$ cat config.mk
export PLATFORM = sky130hd
export DESIGN_NAME = gp_register_file_mp
export DESIGN_NICKNAME = d
export VERILOG_FILES = /design/src/rtl/gp_register_file_mp.sv
export SDC_FILE = /design/constraint.sdc
export NUM_CORES = 1
export LEC_CHECK = 0
export BUFFER_PORTS_ARGS = -buffer_cell sky130_fd_sc_hd__buf_2
export CAP_MARGIN = 20
export CORE_MARGIN = 1.5
export CORE_UTILIZATION = 46
export DETAILED_ROUTE_END_ITERATION = 6
export SLEW_MARGIN = 0
export SYNTH_ARGS = -nofsm -noshare
export SYNTH_HDL_FRONTEND = slang
export SYNTH_SLANG_ARGS = --single-unit
$ cat constraint.sdc
create_clock -name clk -period 3 [get_ports clk]
set_input_delay 0 -clock clk [delete_from_list [all_inputs] [get_ports clk]]
set_output_delay 0 -clock clk [all_outputs]
set_load 0.01 [all_outputs]
$ cat src/rtl/gp_register_file_mp.sv
// General-purpose register file: DATA_W x DEPTH, NUM_RD registered read ports, one write port.
// Hardwired zero register, sequential clear engine; optional write-to-read bypass via REGFILE_BYPASS_EN.
module gp_register_file_mp #(
   parameter  int DATA_W   = 32,
   parameter  int DEPTH    = 32,
   parameter  int NUM_RD   = 2,
   parameter  int ZERO_REG = 1,
   localparam int IDX_W    = $clog2(DEPTH)
) (
   input  logic                     clk,
   input  logic                     rst_n,
   input  logic                     clear_req,
   output logic                     ready,
   input  logic [NUM_RD*IDX_W-1:0]  rd_idx,
   output logic [NUM_RD*DATA_W-1:0] rd_data,
   input  logic                     wr_en,
   input  logic [IDX_W-1:0]         wr_idx,
   input  logic [DATA_W-1:0]        wr_data
);

   typedef enum logic {ST_CLEAR, ST_READY} state_t;

   localparam logic [IDX_W:0]   DEPTH_L = (IDX_W+1)'(DEPTH);
   localparam logic [IDX_W-1:0] LAST_L  = IDX_W'(DEPTH - 1);

   state_t                     state, state_nxt;
   logic [IDX_W-1:0]           clr_cnt, clr_cnt_nxt;
   logic [NUM_RD*DATA_W-1:0]   rd_q, rd_nxt;
   logic [DATA_W-1:0]          mem [DEPTH];
   logic [IDX_W-1:0]           ridx;
   logic                       wr_ok;

   // Index usable for storage: in range and not the hardwired zero register.
   function automatic logic idx_ok(input logic [IDX_W-1:0] idx);
      return ({1'b0, idx} < DEPTH_L) && !((ZERO_REG != 0) && (idx == '0));
   endfunction

   always_comb begin
      state_nxt   = state;
      clr_cnt_nxt = clr_cnt;
      rd_nxt      = '0;
      wr_ok       = 1'b0;
      ready       = 1'b0;
      ridx        = '0;
      case (state)
         ST_CLEAR: begin
            clr_cnt_nxt = clr_cnt + 1'b1;
            if (clear_req)
               clr_cnt_nxt = '0;
            else if (clr_cnt == LAST_L)
               state_nxt = ST_READY;
         end
         ST_READY: begin
            ready = 1'b1;
            wr_ok = wr_en && idx_ok(wr_idx);
            if (clear_req) begin
               state_nxt   = ST_CLEAR;
               clr_cnt_nxt = '0;
            end
            for (int unsigned p = 0; p < NUM_RD; p++) begin
               ridx = rd_idx[p*IDX_W +: IDX_W];
               if (idx_ok(ridx))
                  rd_nxt[p*DATA_W +: DATA_W] = mem[ridx];
`ifdef REGFILE_BYPASS_EN
               if (wr_ok && (wr_idx == ridx))
                  rd_nxt[p*DATA_W +: DATA_W] = wr_data;
`endif
            end
         end
         default: state_nxt = ST_CLEAR;
      endcase
   end

   always_ff @(posedge clk or negedge rst_n) begin
      if (!rst_n) begin
         state   <= ST_CLEAR;
         clr_cnt <= '0;
         rd_q    <= '0;
      end else begin
         state   <= state_nxt;
         clr_cnt <= clr_cnt_nxt;
         rd_q    <= rd_nxt;
      end
   end

   // Storage is not reset; the clear engine zeroes it one entry per cycle.
   always_ff @(posedge clk) begin
      if (state == ST_CLEAR)
         mem[clr_cnt] <= '0;
      else if (wr_ok)
         mem[wr_idx] <= wr_data;
   end

   assign rd_data = rd_q;

endmodule

==> results of run 1 <==
-- where the power goes --
group | internal [mW] | total, mW | switching (mW) | leakage (nW)
registers | 16.1 | 16.1 | 0.0547 | 9.42
clock network | 7.62 | 13.4 | 5.79 | 1.71
logic | 0.738 | 1.87 | 1.13 | 8.11
total | 24.5 | 31.4 | 6.97 | 19.2
-- cell families after synthesis --
| kind of cell | count (synthesis) | synth area share [%] |
|---|---|---|
| AOI/OAI and AO/OA | 519 | 7.481 |
| xor gates and xnor gates | 3 | 0.05471 |
| adders and majority gates | 2 | 0.05209 |
| buffers and inverters | 241 | 2.120 |
| DFF | 1062 | 65.66 |
| muxes | 777 | 21.17 |
| and+or+nand+nor | 333 | 3.454 |
-- worst max-delay path, cell delays in order (launching register included) --
cell and delay, ns:
dfrtp_1 0.54, o311a_4 0.26, buf_4 0.31, mux2_2 0.48, nor2_4 0.10, buf_4 0.63
-- through the flow --
stage / util, % / hold slack [ns] / setup slack, ns / cell area [µm²] / std cells
after floorplan: - / -0.2956 / -0.04935 / 48050 / 2937
after global placement: 50.02 / -0.003575 / 0.2278 / 51770 / 4398
after detailed placement: 50.05 / 0.009625 / 0.1589 / 51800 / 4399
after CTS: 53.81 / 0.004551 / 0.1490 / 55690 / 4643
after global routing: 53.89 / 0.02611 / 0.1747 / 55780 / 4647
final: 53.90 / 0.04681 / 0.2390 / 55780 / 4648
-- area by class of cell --
class | count | area, µm²
tap | 1380 | 1727
antenna | 1 | 2.502
clock buffer | 148 | 2965
sequential | 1062 | 31540
clock inverter | 58 | 534.3
timing repair buffer | 362 | 3171
inverter | 3 | 11.26
fill | 8224 | 47720
multi-input combinational | 1634 | 15830
-- registers in the layout, indices dropped and copies added, names as in the netlist --
register / count
state: 1
rd_data: 64
clr_cnt: 5
mem: 992
-- metal layers --
metal	vias to the layer above	GRT usage (%)	share of wire, %
met1	16130	40.47	38
met5	-	0	0.0043
met2	1994	48.72	47
met3	381	4.841	9.4
li1	12600	-	-
met4	2	14.87	5.5
-- path summary, 6_finish.rpt --
path                            slack (ns)     endpoint   startpoint
worst max-delay path                  0.24   mem[30][6]        state
max in group asynchronous             2.18  rd_data[36]        rst_n
worst min-delay path                  0.05  mem[19][10]  wr_data[10]
worst max register to register        0.24   mem[30][6]        state
min in group asynchronous             0.40  rd_data[23]        rst_n
worst min register to register        0.68   clr_cnt[0]   clr_cnt[0]
-- layout by cell type (no fill, tap or decap), types with 5 or more instances in the layout --
| master | netlist | layout |
|---|---|---|
| edfxtp_1 | 992 | 992 |
| mux2i_1 | 583 | 583 |
| o22ai_1 | 192 | 192 |
| mux4_2 | 191 | 191 |
| a22oi_1 | 191 | 191 |
| buf_4 | 1 | 165 |
| nand2_1 | 135 | 135 |
| clkbuf_16 | 0 | 110 |
| buf_2 | 82 | 110 |
| dfrtp_1 | 70 | 70 |
| nand4_1 | 65 | 65 |
| a221oi_1 | 64 | 64 |
| o21ai_0 | 63 | 63 |
| buf_12 | 0 | 42 |
| dlygate4sd3_1 | 0 | 37 |
| nor2_4 | 0 | 36 |
| and2_1 | 36 | 32 |
| clkbuf_1 | 142 | 31 |
| clkinv_1 | 0 | 22 |
| clkinv_2 | 0 | 19 |
| nor2_1 | 49 | 13 |
| bufinv_16 | 0 | 8 |
| nand3b_1 | 7 | 7 |
| or3b_2 | 7 | 7 |
| clkbuf_8 | 0 | 7 |
| nand3_1 | 5 | 5 |
| nor2b_4 | 0 | 5 |
-- repair_timing --
item,CTS,global route
setup buffers,0,0
hold endpoints to repair,987,0
hold buffers,38,0
==> results.yml, run 1 <==
min_path:
  whs_path_depth: 3
  hp-class: "primary input to register"
status:
  status: "finished clean"
sta:
  fin_crit_sh_pct: 92.03
  rsz0062_at_grt: "no"
  tightest_slew_ns: 0.9771
  setup_viol: 0
  setup_tns_ns: 0
  slew_headroom_pct: 34.70
  maxSlewViolCount: 0
  fin_skew_ns: 0.02160
  max_freq_mhz: 362.2
  report.final.hold_viol_count: 0
  fin_crit_ns: 2.761
placed_design:
  dp_hpwl_um: 101800
  finalWeightedCongestion: 0.9451
  port_buffers: 115
critical_path:
  r2r.worst_path.cells: 5
  critical_path_class: "register to register"
  critPathRequiredTime_ns: 3.33
  startpoint_type: "register"
  crit_arrival_ns: 3.09
  cp-end-kind: "register"
  worstPathMaxFanout: 32
finish:
  nNetsFinal: 3225
  area_growth_pct: 16.13
  drive_above_1_share_pct: 22.56
clock_tree:
  clkTransAtPathRegs_ns: 0.06
  cts_tree: "yes"
  numClockSinks: 1062
  root_buffer: "clkbuf_16"
  ctsResizeCount: 0
  worstSkewPairLatency_ns: 0.71
  h-tree-depth: 3
  cts-buffers-inserted: 109
  cts.path.max_buffers: 3
synth:
  ys_ff_latch: 1062
  synthArstFlopShare_pct: 6.591
  ys_warn_count: 0
  yosysSeqAreaShare_pct: 65.66
  syn_nets: 2990
  yosys-top-cells-count: "992 x edfxtp_1, 583 x mux2i_1, 192 x o22ai_1, 191 x a22oi_1, 191 x mux4_2"
  synth_cells: 2937
  synth_flop_cell: "edfxtp_1"
  synth.most_common_cell: "edfxtp_1"
  syn_area_um2: 48030
  synth_top_area_share_pct: 62.02
  yosys-top-cells-area: "edfxtp_1 62%, mux2i_1 12%, mux4_2 9.0%"
  yosys.cell_types.count: 44
  synth_edf_count: 992
  yosysTopAreaCell: "edfxtp_1"
  syn_area_per_cell_um2: 16.35
floorplanning:
  rows: 118
  io_pins: 116
  die_area_um2: 106400
  core_area_um2: 103500
  initial_utilization_pct: 46.41
  die_h_um: 326.1
  die_w_um: 326.1
route:
  first_iter_violations: 4143
  vias: 31110
  wl_um: 162800
  wl_per_cell_um: 35.02
  first_pass_iters: 6
  viasPerCell: 6.692
  post-route-drc-count: 0
  ant_nets: 0
global_route:
  grt_max_degree: 82
  overflow: 0
  grt_pass1_vias: 31210
  grt_usage_pct: 30.37
  antenna_found_initial: 3
  grt_pass1_wl_um: 229700
power_and_ir_drop:
  power.density_nw_per_um2: 563.3
  power_mw: 31.42
  leakagePower_nw: 19.24
  ir_drop_mv: 0.4467
flow_run:
  max_cap_violations: 0
Power figures use the tool's default switching activity.
==> inputs of run 2 (changes only) <==
--- a/config.mk
+++ b/config.mk
@@ -10,6 +10,7 @@
 export CORE_MARGIN = 1.5
 export CORE_UTILIZATION = 46
 export DETAILED_ROUTE_END_ITERATION = 6
+export RECOVER_POWER = 25
 export SLEW_MARGIN = 0
 export SYNTH_ARGS = -nofsm -noshare
 export SYNTH_HDL_FRONTEND = slang
==> results.yml, run 2 (same netlist as run 1, synthesis figures left out) <==
route:
  first_pass_iters: 6
  vias: 31220
  viasPerCell: 6.716
  ant_nets: 0
  wl_per_cell_um: 35.04
  post-route-drc-count: 0
  first_iter_violations: 4185
  wl_um: 162900
global_route:
  grt_usage_pct: 30.37
  antenna_found_initial: 2
  grt_pass1_vias: 31210
  grt_pass1_wl_um: 229700
  grt_max_degree: 82
  overflow: 0
critical_path:
  r2r.worst_path.cells: 5
  crit-reg2reg-launch: "state"
  critical_path_class: "register to register"
  cp-end-kind: "register"
  cp_common_cell: "buf_4"
  crit_slowest_cell: "buf_4"
  cp_slowest_stage_delay_ns: 0.64
  startpoint_type: "register"
  worstReg2RegEnd: "mem[30][6]"
  critPathRequiredTime_ns: 3.32
  worstPathMaxFanout: 32
  crit_arrival_ns: 3.10
  cp_cell_sequence: "o311a_2 > buf_4 > mux2_2 > nor2_4 > buf_4"
  reg2reg_slack_ns: 0.22
placed_design:
  placedCellCount: 4399
  port_buffers: 115
  dp_hpwl_um: 101800
  finalWeightedCongestion: 0.9451
clock_tree:
  cts-buffers-inserted: 109
  worstSkewPairLatency_ns: 0.71
  clkTransAtPathRegs_ns: 0.06
  root_buffer: "clkbuf_16"
  cts.path.max_buffers: 3
  cts_setup_buffers: 0
  h-tree-depth: 3
  cts_tree: "yes"
  numClockSinks: 1062
  ctsResizeCount: 0
power_and_ir_drop:
  power.density_nw_per_um2: 565.1
  leakagePower_nw: 18.91
  ir_drop_mv: 0.4498
sta:
  rsz0062_at_grt: "no"
  report.final.hold_viol_count: 0
  fin_crit_sh_pct: 92.65
  setup_viol: 0
  max_freq_mhz: 359.8
  tightest_slew_ns: 2.111
  fin_skew_ns: 0.02547
  slew_headroom_pct: -40.72
  fin_crit_ns: 2.780
  maxSlewViolCount: 72
finish:
  layout_commonest_cell: "edfxtp_1"
  layout_common_cells: "992 x edfxtp_1, 583 x mux2i_1, 192 x o22ai_1, 191 x mux4_2, 191 x a22oi_1"
  drive_above_1_share_pct: 20.51
  stdcell_count: 4648
  final_util_pct: 53.74
  top_register: "mem"
  largest_register_ffs: 992
  nNetsFinal: 3225
  area_growth_pct: 15.79
floorplanning:
  rows: 118
  die_h_um: 326.1
  io_pins: 116
  die_w_um: 326.1
  initial_utilization_pct: 46.41
  core_area_um2: 103500
  die_area_um2: 106400
flow_run:
  max_cap_violations: 2
min_path:
  hp-class: "primary input to register"
  min_from: "rd_idx[6]"
  whs_endpoint: "rd_data[34]"
  whs_path_depth: 4
status:
  failed_checks: "capacitance limit, slew limit"
  status: "finished, violations left"
-- run 2: layout make-up --
cell class,count,area [µm²]
clock inverter,58,534.3
fill,8267,47880
multi-input combinational,1634,15820
inverter,3,11.26
sequential,1062,31540
antenna,1,2.502
timing repair buffer,362,3017
tap,1380,1727
clock buffer,148,2965
-- run 2: what timing repair did --
action,in CTS,in global routing
hold buffers,38,0
endpoints found under the setup margin,0,0
hold endpoints to repair,987,0
-- run 2: power by group --
part | leakage, nW | internal, mW | total (mW) | switching, mW
clock | 1.71 | 7.62 | 13.4 | 5.80
sequential | 9.42 | 16.1 | 16.1 | 0.0548
combinational | 7.78 | 0.733 | 1.86 | 1.13
total | 18.9 | 24.4 | 31.4 | 6.98
-- run 2: critical path, delay by kind of cell, from the launching register on --
family                 cells  cell delay (ns)
AOI/OAI and AO/OA          1             0.26
buffers and inverters      2             0.96
DFF                        1             0.53
muxes                      1             0.48
and+or+nand+nor            1             0.10
-- run 2: metrics by stage --
stage	TNS [ns]	area [µm²]	hold WS, ns	total power [mW]	setup WS [ns]
final	0	55620	0.05505	31.43	0.2205
after global routing	0	55610	0.06602	32.17	0.1769
after CTS	0	55690	0.004551	31.51	0.1490
after detailed placement	0	51800	0.009625	18.24	0.1589
after global placement	0	51770	-0.003575	18.22	0.2278
after floorplan	-21.46	48050	-0.2956	17.57	-0.04935
-- run 2: worst max path at each step --
stage	from	to	slack, ns	cells after the start
floorplan	state	mem[16][0]	-0.05	5
global placement	state	mem[7][4]	0.23	5
detailed placement	state	mem[7][3]	0.16	5
CTS	state	mem[7][2]	0.15	5
global route	state	mem[30][15]	0.18	5
finish	state	mem[30][6]	0.22	5
-- run 2: per-layer routing --
| metal | up-vias | track usage, % | wire length [µm] | part of all wire, % |
|---|---|---|---|---|
| met2 | 1944 | 48.72 | 77050 | 47 |
| met3 | 385 | 4.841 | 14930 | 9.2 |
| met5 | - | 0 | 7 | 0.0043 |
| met4 | 2 | 14.87 | 8926 | 5.5 |
| li1 | 12620 | - | - | - |
| met1 | 16270 | 40.47 | 61980 | 38 |
